$ cat src/rtl/ring_stepper.sv
// One-hot ring stepper: a single active bit walks POSITIONS slots spaced STRIDE bits apart.
// Define RING_STEPPER_BOUNCE_EN to build the ping-pong (bounce) heading register and logic.
module ring_stepper #(
  parameter  int POSITIONS = 5,
  parameter  int STRIDE    = 3,
  parameter  int DIV       = 1,
  parameter  int INIT_IDX  = 0,
  localparam int W         = POSITIONS * STRIDE,
  localparam int IW        = (POSITIONS > 1) ? $clog2(POSITIONS) : 1
) (
  input  logic          clk,
  input  logic          rst_n,
  input  logic          en,
  input  logic          dir,
  input  logic          load,
  input  logic [IW-1:0] load_idx,
  input  logic          bounce,
  output logic [W-1:0]  count,
  output logic [IW-1:0] idx,
  output logic          wrap
);

  localparam int PW = (DIV > 1) ? $clog2(DIV) : 1;
  localparam logic [IW-1:0] LAST_IDX  = IW'(POSITIONS - 1);
  localparam logic [IW-1:0] RESET_IDX = IW'(INIT_IDX);
  localparam logic [PW-1:0] PRE_LAST  = PW'(DIV - 1);

  // Only bits at multiples of STRIDE can ever be set by construction.
  function automatic logic [W-1:0] onehot(input logic [IW-1:0] i);
    logic [W-1:0] v;
    v = '0;
    for (int p = 0; p < POSITIONS; p++) begin
      if (i == IW'(p)) v[p*STRIDE] = 1'b1;
    end
    return v;
  endfunction

  logic [IW-1:0] idx_q, idx_d;
  logic [W-1:0]  count_q, count_d;
  logic          wrap_q, wrap_d;
  logic [PW-1:0] pre_q, pre_d;
  logic          step;

`ifdef RING_STEPPER_BOUNCE_EN
  logic hd_q, hd_d;
`else
  logic unused_bounce;
  assign unused_bounce = bounce;
`endif

  always_comb begin
    idx_d  = idx_q;
    pre_d  = pre_q;
    wrap_d = 1'b0;
    step   = 1'b0;
`ifdef RING_STEPPER_BOUNCE_EN
    hd_d   = hd_q;
`endif

    if (load) begin
      idx_d = (load_idx > LAST_IDX) ? LAST_IDX : load_idx;
      pre_d = '0;
`ifdef RING_STEPPER_BOUNCE_EN
      hd_d  = dir;
`endif
    end else if (en) begin
      if (pre_q == PRE_LAST) begin
        pre_d = '0;
        step  = 1'b1;
      end else begin
        pre_d = pre_q + PW'(1);
      end
    end

    if (step) begin
`ifdef RING_STEPPER_BOUNCE_EN
      if (bounce) begin
        // Turnaround at an end slot moves one slot inward in the same step.
        if (!hd_q) begin
          if (idx_q == LAST_IDX) begin
            hd_d   = 1'b1;
            idx_d  = LAST_IDX - IW'(1);
            wrap_d = 1'b1;
          end else begin
            idx_d  = idx_q + IW'(1);
          end
        end else begin
          if (idx_q == '0) begin
            hd_d   = 1'b0;
            idx_d  = IW'(1);
            wrap_d = 1'b1;
          end else begin
            idx_d  = idx_q - IW'(1);
          end
        end
      end else
`endif
      begin
        if (!dir) begin
          if (idx_q == LAST_IDX) begin
            idx_d  = '0;
            wrap_d = 1'b1;
          end else begin
            idx_d  = idx_q + IW'(1);
          end
        end else begin
          if (idx_q == '0) begin
            idx_d  = LAST_IDX;
            wrap_d = 1'b1;
          end else begin
            idx_d  = idx_q - IW'(1);
          end
        end
      end
    end

    count_d = onehot(idx_d);
  end

  always_ff @(posedge clk) begin
    if (!rst_n) begin
      idx_q   <= RESET_IDX;
      count_q <= onehot(RESET_IDX);
      wrap_q  <= 1'b0;
      pre_q   <= '0;
`ifdef RING_STEPPER_BOUNCE_EN
      hd_q    <= 1'b0;
`endif
    end else begin
      idx_q   <= idx_d;
      count_q <= count_d;
      wrap_q  <= wrap_d;
      pre_q   <= pre_d;
`ifdef RING_STEPPER_BOUNCE_EN
      hd_q    <= hd_d;
`endif
    end
  end

  assign count = count_q;
  assign idx   = idx_q;
  assign wrap  = wrap_q;

endmodule

$ cat config.mk
export PLATFORM = sky130hd
export DESIGN_NAME = ring_stepper
export DESIGN_NICKNAME = d
export VERILOG_FILES = /design/src/rtl/ring_stepper.sv
export SDC_FILE = /design/constraint.sdc
export NUM_CORES = 1
export LEC_CHECK = 0
export CAP_MARGIN = 20
export CELL_PAD_IN_SITES_DETAIL_PLACEMENT = 1
export CELL_PAD_IN_SITES_GLOBAL_PLACEMENT = 1
export CORE_ASPECT_RATIO = 0.8
export CORE_MARGIN = 1.5
export CORE_UTILIZATION = 27
export DETAILED_ROUTE_END_ITERATION = 8
export GPL_ROUTABILITY_DRIVEN = 0
export PLACE_DENSITY_LB_ADDON = 0.1
export SLEW_MARGIN = 5
export SYNTH_ARGS = -nofsm -noshare
export SYNTH_HDL_FRONTEND = slang
export SYNTH_SLANG_ARGS = --single-unit
$ cat constraint.sdc
create_clock -name clk -period 2.1 [get_ports clk]
set_input_delay 0.63 -clock clk [delete_from_list [all_inputs] [get_ports clk]]
set_output_delay 0.63 -clock clk [all_outputs]
set_load 0.02 [all_outputs]
# Word level (Yosys, flattened, before mapping)
# Index checks and enable logic that the tools add are counted.
[word_totals] register_bits=20 inputBits=9 out_inout_bits=19 wordCells=37
[classes] addsub=3 order_cmp=1 eq_ne=5 muxes=18 n_bitwise=1 n_reduce_logical=4
[op_table] cell="$mux 3" n=6
[op_table] cell="$mux 1" n=12
[op_table] cell="$eq 3x2->1 const B" n=2
[op_table] cell="$eq 3x3->1 const B" n=2
[op_table] cell="$logic_not 3->1" n=2
[op_table] cell="$add 3x1->3 const B" n=1
[op_table] cell="$eq 3x1->1 const B" n=1
[op_table] cell="$gt 3x3->1 const B" n=1
[op_table] cell="$sub 3x1->3 const B" n=1
[op_table] cell="$reduce_and 2->1" n=1
[op_table] cell="$reduce_or 2->1" n=1
[op_table] cell="$add 1x1->1 const B" n=1
[op_table] cell="$not 1->1" n=1

# Longest topological paths before layout
# Gate-level depths: netlist (run 1).
[depth] depth_word=6 ltp_mapped=6 ltp_nobuf=6

# Worst setup path after synthesis (run 1)
# No wires, ideal clock.
[synth_timing] path_type="reg2reg" startpoint="reg idx_q[0], in the netlist idx[0]" endpoint="reg count_q[12], in the netlist count[12]" setup_ns=0.117 t_arrival_ns=1.662 required_time_ns=1.983 slack_ns=0.321 stages_incl_launch_ff=7 n_path_buf=0 synth_period_minus_slack_ns=1.779 cell_sequence="dfxtp_1 > inv_1 > ha_1 > or3_1 > a21boi_2 > o31ai_2 > and4_2"
[synth_via] elab_chain_len=6 elab_cells_between_ends=11 classes_between="add/sub: 2; eq/ne: 2; mux: 6; reduce/logical: 1"
[synth_rtl] element="start, declared" line="38" source="logic [IW-1:0] idx_q, idx_d;"
[synth_rtl] element="start signal, assigned" line="130" source="idx_q <= idx_d;"
[synth_rtl] element="$add 3x1->3, or another cell as far along" line="104" source="idx_d = idx_q + IW'(1);"
[synth_rtl] element="$mux 3, on equally long branches" line="100, 107"
[synth_rtl] element="$mux 3" line="99" source="if (!dir) begin"
[synth_rtl] element="$mux 3 *" line="75" source="if (step) begin"
[synth_rtl] element="$eq 3x3->1 *" line="33" source="if (i == IW'(p)) v[p*STRIDE] = 1'b1;"
[synth_rtl] element="$mux 1 *" line="33"
[synth_rtl] element="end signal, assigned" line="123" source="count_q <= onehot(RESET_IDX);"
[synth_rtl] element="end signal, assigned" line="131" source="count_q <= count_d;"
[synth_rtl] element="end, declared" line="39" source="logic [W-1:0] count_q, count_d;"
# Every way passes the cells marked *; elsewhere a longest branch is shown, timed or not.
# A chain may end at the register's enable or synchronous reset.

# Worst setup path after layout (run 1)
[layout_timing] startpoint="reg idx_q[2], in the netlist idx[2]" endpoint="out idx[2]"
[layout_rtl] element="end, declared" line="19" source="output logic [IW-1:0] idx,"
# No word-level cell between the ends.

==> flow_summary.json, run 1 <==
{
  "crit_buf_inv": 1,
  "clock_latency_ns": 0.25,
  "core_um2": 1910,
  "area_growth_pct": 33.9,
  "gr-total-overflow": 0,
  "synth-seq-cells": 9,
  "layout.nets": 95,
  "ff2ff_path_depth": 6,
  "crit_cells": 1,
  "initial_utilization_pct": 29.0,
  "post-dp-hpwl_um": 944,
  "synth.area.mux_share_pct": 1.81,
  "timing.final.crit_share_pct": 94.8,
  "synth_xor_area_share_pct": 1.58,
  "final_cell_mix": "clkdlybuf4s50_1 (16), conb_1 (10), dfxtp_1 (9), nand2_1 (4)",
  "io_pins": 28,
  "status": "completed",
  "synth_warnings": 0,
  "wire_per_inst_um": 10.6,
  "finalHoldViolCount": 0,
  "first_global_vias": 396,
  "ctsHoldBuffers": 0,
  "hold_class": "reg2reg",
  "netlist_area_um2": 553,
  "critical_path_arrival_ns": 1.36,
  "grt_use_total_pct": 11.5,
  "stdcell_area_um2": 741,
  "cpLargestDelayFamily": "buffers and inverters",
  "rsz0062_at_grt": "no",
  "syn_inst": 62,
  "finalNonFillerCells": 106,
  "p_sw_uw": 137,
  "cts_tree": "done",
  "numClockSinks": 9,
  "diodes": 0,
  "p_comb_share_pct": 29.7,
  "synth-adder-area-share_pct": 6.79,
  "grt_pass1_wl_um": 1900,
  "drive_above_1_share_pct": 14.6,
  "grt_antenna_before_repair": 0,
  "leakagePower_uw": 0.000306,
  "setup_tns_ns": 0,
  "die_area_um2": 2330,
  "slowest_delay_ns": 0.65,
  "via_per_inst": 4.34,
  "post_cts_buffers": 0,
  "rows": 14,
  "root_buffer": "clkbuf_4",
  "final_common_cell": "clkdlybuf4s50_1",
  "crit_required_ns": 1.47,
  "fin_skew_ns": 0.00375,
  "holdPathStages": 3,
  "portBuffers": 16,
  "synth_cell_type_count": 28,
  "synth_top_family_by_area": "compound AO/OA/AOI/OAI gates",
  "cp-start-kind": "flop",
  "dr.pass1.iters": 4,
  "htreeDepth": 1,
  "min_period_ns": 1.99,
  "die_h_um": 43.5,
  "synth_compound_gate_area_share_pct": 21.7,
  "grt_max_degree": 10,
  "worstPathCellList": "clkdlybuf4s50_1",
  "intPower_uw": 313,
  "cts.clk_slew.worst_paths_ns": 0.06,
  "synthSimpleGateAreaFrac_pct": 17.4,
  "ir_worst_vdd_mv": 0.301,
  "dp_cells": 102,
  "syn_area_per_cell_um2": 8.92,
  "drtAntennaViolNets": 0,
  "seqPwrFrac_pct": 41.9,
  "p_sw_share_pct": 30.5,
  "drcViolationCount": 0,
  "hold_slack_ns": 0.756,
  "p_per_area_nw_per_um2": 608,
  "numCtsBuffers": 3,
  "first_iter_violations": 4,
  "vias": 460,
  "power.clock.fraction_pct": 28.4,
  "die_w_um": 53.6,
  "setup_viol": 0,
  "synth_seq_area_share_pct": 32.6,
  "placed_cell_area_um2": 714,
  "critPathCaptureType": "primary output",
  "drv_cap": 0,
  "cp_max_fo": 8,
  "clockBufferDepth": 2,
  "path_class": "reg2out",
  "wl_um": 1120,
  "fmax_ghz": 0.502,
  "cp_slowest_cell": "clkdlybuf4s50_1",
  "cts_resized": 0,
  "drv_slew": 0
}
==> sequential cells by signal, indices dropped and copies added (netlist names) <==
signal,cells
count,5
idx,3
wrap,1
==> per-layer routing <==
metal  wire (um)  part of all wire (%)  up-vias  track usage, %
li1            -                     -      243               -
met1         593                    53      198            15.8
met2         445                    40       19            16.0
met3          84                   7.5        0            5.52
met4           0                     0        0            3.08
met5           0                     0        -               0
==> cell families after synthesis <==
logic type / after synthesis
and+or+nand+nor: 18
buffers and inverters: 15
adders and majority gates: 3
xor gates and xnor gates: 1
AOI/OAI and AO/OA: 14
muxes: 1
other: 1
DFF: 9
==> worst paths after layout <==
check	start	to	slack, ns
setup / recovery	idx[2]$_SDFF_PN0_	idx[2]	0.11
hold / removal	idx[2]$_SDFF_PN0_	wrap$_SDFF_PN0_	0.76
setup reg to reg	idx[0]$_SDFF_PN0_	count[9]$_SDFF_PN0_	0.31
hold reg to reg	idx[2]$_SDFF_PN0_	wrap$_SDFF_PN0_	0.76
==> metrics by stage <==
step           setup slack [ns]  utilization (%)  power (uW)
2_1_floorplan             0.321                -         288
5_1_grt                  0.0256             38.8         484
6_report                  0.109             38.8         450
3_5_place_dp            -0.0739             37.4         327
3_3_place_gp            -0.0382             37.4         326
4_1_cts                  0.0823             38.8         459
==> synth_stat cells <==
cell type	count	area, um^2
dfxtp_1	9	180
nor2b_1	1	6.26
conb_1	1	3.75
ha_1	3	37.5
a21boi_2	1	11.3
nor2_1	2	7.51
or3_1	2	12.5
o31ai_2	1	12.5
a31o_2	1	8.76
o21ai_0	3	15.0
and2_2	1	7.51
nand2_1	4	15.0
o32ai_1	1	8.76
buf_2	2	10.0
o211a_1	1	10.0
o211ai_1	2	15.0
inv_1	3	11.3
buf_4	10	75.1
o311ai_2	1	16.3
o31ai_1	1	7.51
xor2_1	1	8.76
a31oi_1	1	6.26
nand3_1	2	10.0
and2_1	2	12.5
and4_2	1	10.0
mux2i_1	1	10.0
nor3_1	3	15.0
o221ai_1	1	8.76
==> power by group through the flow <==
| stage | registers [uW] | logic (uW) | clock network (uW) |
|---|---|---|---|
| 2_1_floorplan | 205 | 83.3 | 0 |
| 3_3_place_gp | 193 | 134 | 0 |
| 3_5_place_dp | 193 | 134 | 0 |
| 4_1_cts | 189 | 134 | 136 |
| 5_1_grt | 190 | 146 | 148 |
| 6_report | 188 | 134 | 128 |
==> cell type report <==
| class | instances | area, um^2 |
|---|---|---|
| Fill cell | 241 | 1170 |
| Multi-Input combinational cell | 47 | 310 |
| Timing Repair Buffer | 19 | 183 |
| Sequential cell | 9 | 180 |
| Tap cell | 24 | 30.0 |
| Clock buffer | 4 | 26.3 |
| Inverter | 3 | 11.3 |
No activity file was read; power rests on OpenSTA's default activity.
==> inputs of run 2 (changes only) <==
--- a/config.mk
+++ b/config.mk
@@ -5,7 +5,6 @@
 export SDC_FILE = /design/constraint.sdc
 export NUM_CORES = 1
 export LEC_CHECK = 0
-export CAP_MARGIN = 20
 export CELL_PAD_IN_SITES_DETAIL_PLACEMENT = 1
 export CELL_PAD_IN_SITES_GLOBAL_PLACEMENT = 1
 export CORE_ASPECT_RATIO = 0.8
==> results of run 2 <==
The final DEF is identical to that of run 1; final timing and power are the same.
==> inputs of run 3 (changes only) <==
--- a/config.mk
+++ b/config.mk
@@ -12,6 +12,7 @@
 export CORE_UTILIZATION = 27
 export DETAILED_ROUTE_END_ITERATION = 8
 export GPL_ROUTABILITY_DRIVEN = 0
+export MAX_ROUTING_LAYER = met4
 export PLACE_DENSITY_LB_ADDON = 0.1
 export SLEW_MARGIN = 5
 export SYNTH_ARGS = -nofsm -noshare
==> run 3 against run 2 <==
  * Flip-flop and latch count is the same
  * Final cell count is the same
  * Design area is the same
  * Global-route usage grew 0.36 points
  * Critical endpoint unchanged
==> flow_summary.json, run 3 (same netlist as run 1, synthesis figures left out) <==
{
  "rsz0062_at_grt": "no",
  "clockBufferDepth": 2,
  "clock_latency_ns": 0.25,
  "stdcell_area_um2": 741,
  "min_period_ns": 1.99,
  "wl_um": 1120,
  "finalHoldViolCount": 0,
  "numCtsBuffers": 3,
  "initial_utilization_pct": 29.0,
  "portBuffers": 16,
  "layout.nets": 95,
  "ff2ff_path_depth": 6,
  "core_um2": 1910,
  "grt_antenna_before_repair": 0,
  "crit_cells": 1,
  "drv_slew": 0,
  "cp_slowest_cell": "clkdlybuf4s50_1",
  "cp-start-kind": "flop",
  "status": "completed",
  "final_common_cell": "clkdlybuf4s50_1",
  "setup_viol": 0,
  "cts_resized": 0,
  "crit_buf_inv": 1,
  "vias": 460,
  "die_h_um": 43.5,
  "fillers": 241,
  "dp_cells": 102,
  "io_pins": 28,
  "worstPathCellList": "clkdlybuf4s50_1",
  "area_growth_pct": 33.9,
  "hold_class": "reg2reg",
  "final_cell_mix": "clkdlybuf4s50_1 (16), conb_1 (10), dfxtp_1 (9), nand2_1 (4)",
  "grt_use_total_pct": 11.8,
  "cts.clk_slew.worst_paths_ns": 0.06,
  "post_cts_buffers": 0,
  "via_per_inst": 4.34,
  "fin_skew_ns": 0.00377,
  "leakagePower_uw": 0.000306,
  "critical_path_arrival_ns": 1.36,
  "grt_pass1_wl_um": 1900,
  "placed_cell_area_um2": 714,
  "path_class": "reg2out",
  "r2r_start": "idx[0]$_SDFF_PN0_",
  "crit_required_ns": 1.47,
  "htreeDepth": 1,
  "largest_reg_flops": 5,
  "slowest_delay_ns": 0.65,
  "drive_above_1_share_pct": 14.6,
  "cp_max_fo": 8,
  "first_global_vias": 397,
  "holdPathStages": 3,
  "fmax_ghz": 0.502,
  "cts_tree": "done",
  "p_per_area_nw_per_um2": 608,
  "dp_slack_ns": -0.0739,
  "crit_end": "idx[2]",
  "post-dp-hpwl_um": 944,
  "die_w_um": 53.6,
  "cpLargestDelayFamily": "buffers and inverters",
  "gr-total-overflow": 0,
  "drcViolationCount": 0,
  "cp-startpoint": "idx[2]$_SDFF_PN0_",
  "critPathCaptureType": "primary output",
  "wire_per_inst_um": 10.6,
  "setup_ws_ns": 0.109,
  "regToRegSetupSlack_ns": 0.31,
  "numClockSinks": 9,
  "timing.rr.end": "count[9]$_SDFF_PN0_",
  "ir_worst_vdd_mv": 0.301,
  "die_area_um2": 2330,
  "timing.final.crit_share_pct": 94.8,
  "dr.pass1.iters": 4,
  "ctsHoldBuffers": 0,
  "first_iter_violations": 4,
  "root_buffer": "clkbuf_4",
  "grt_max_degree": 10,
  "drtAntennaViolNets": 0,
  "diodes": 0,
  "drv_cap": 0,
  "rows": 14,
  "finalNonFillerCells": 106
}
## run 3: cell counts in the layout (fill, tap and decap cells not counted)
Identical to the previous run, type by type.
## run 3: where the power goes
group | leakage, uW | switching, uW | internal [uW] | total, uW
Sequential | 0.0000739 | 6.93 | 182 | 188
Combinational | 0.000217 | 75.6 | 58.3 | 134
Clock | 0.0000150 | 55.0 | 72.9 | 128
## run 3: area by class of cell
cell class | count | area (um^2) | area share [%]
tap | 24 | 30.0 | 4.05
sequential | 9 | 180 | 24.3
multi-input combinational | 47 | 310 | 41.9
timing repair buffer | 19 | 183 | 24.7
inverter | 3 | 11.3 | 1.52
clock buffer | 4 | 26.3 | 3.55
## run 3: how the worst min path moves through the flow
stage	slack [ns]	start	to
6_report	0.76	idx[2]$_SDFF_PN0_	wrap$_SDFF_PN0_
5_1_grt	0.82	idx[2]$_SDFF_PN0_	wrap$_SDFF_PN0_
4_1_cts	0.77	idx[2]$_SDFF_PN0_	wrap$_SDFF_PN0_
3_5_place_dp	0.76	idx[2]$_SDFF_PN0_	wrap$_SDFF_PN0_
3_3_place_gp	0.75	idx[2]$_SDFF_PN0_	wrap$_SDFF_PN0_
2_1_floorplan	0.70	rst_n	count[0]$_SDFF_PN1_
## run 3: per-layer routing
metal | vias to the layer above | GRT usage [%] | wire length (um)
met5 | - | - | 0
met4 | 0 | 3.08 | 0
met3 | 0 | 5.17 | 71
met2 | 19 | 16.0 | 448
met1 | 198 | 16.0 | 605
li1 | 243 | - | -
## run 3: stage by stage
stage          hold slack [ns]  utilization (%)  TNS (ns)  total power [uW]
2_1_floorplan            0.701                -         0               288
3_3_place_gp             0.754             37.4    -0.176               326
3_5_place_dp             0.756             37.4    -0.229               327
4_1_cts                  0.766             38.8         0               459
5_1_grt                  0.823             38.8         0               484
6_report                 0.756             38.8         0               450
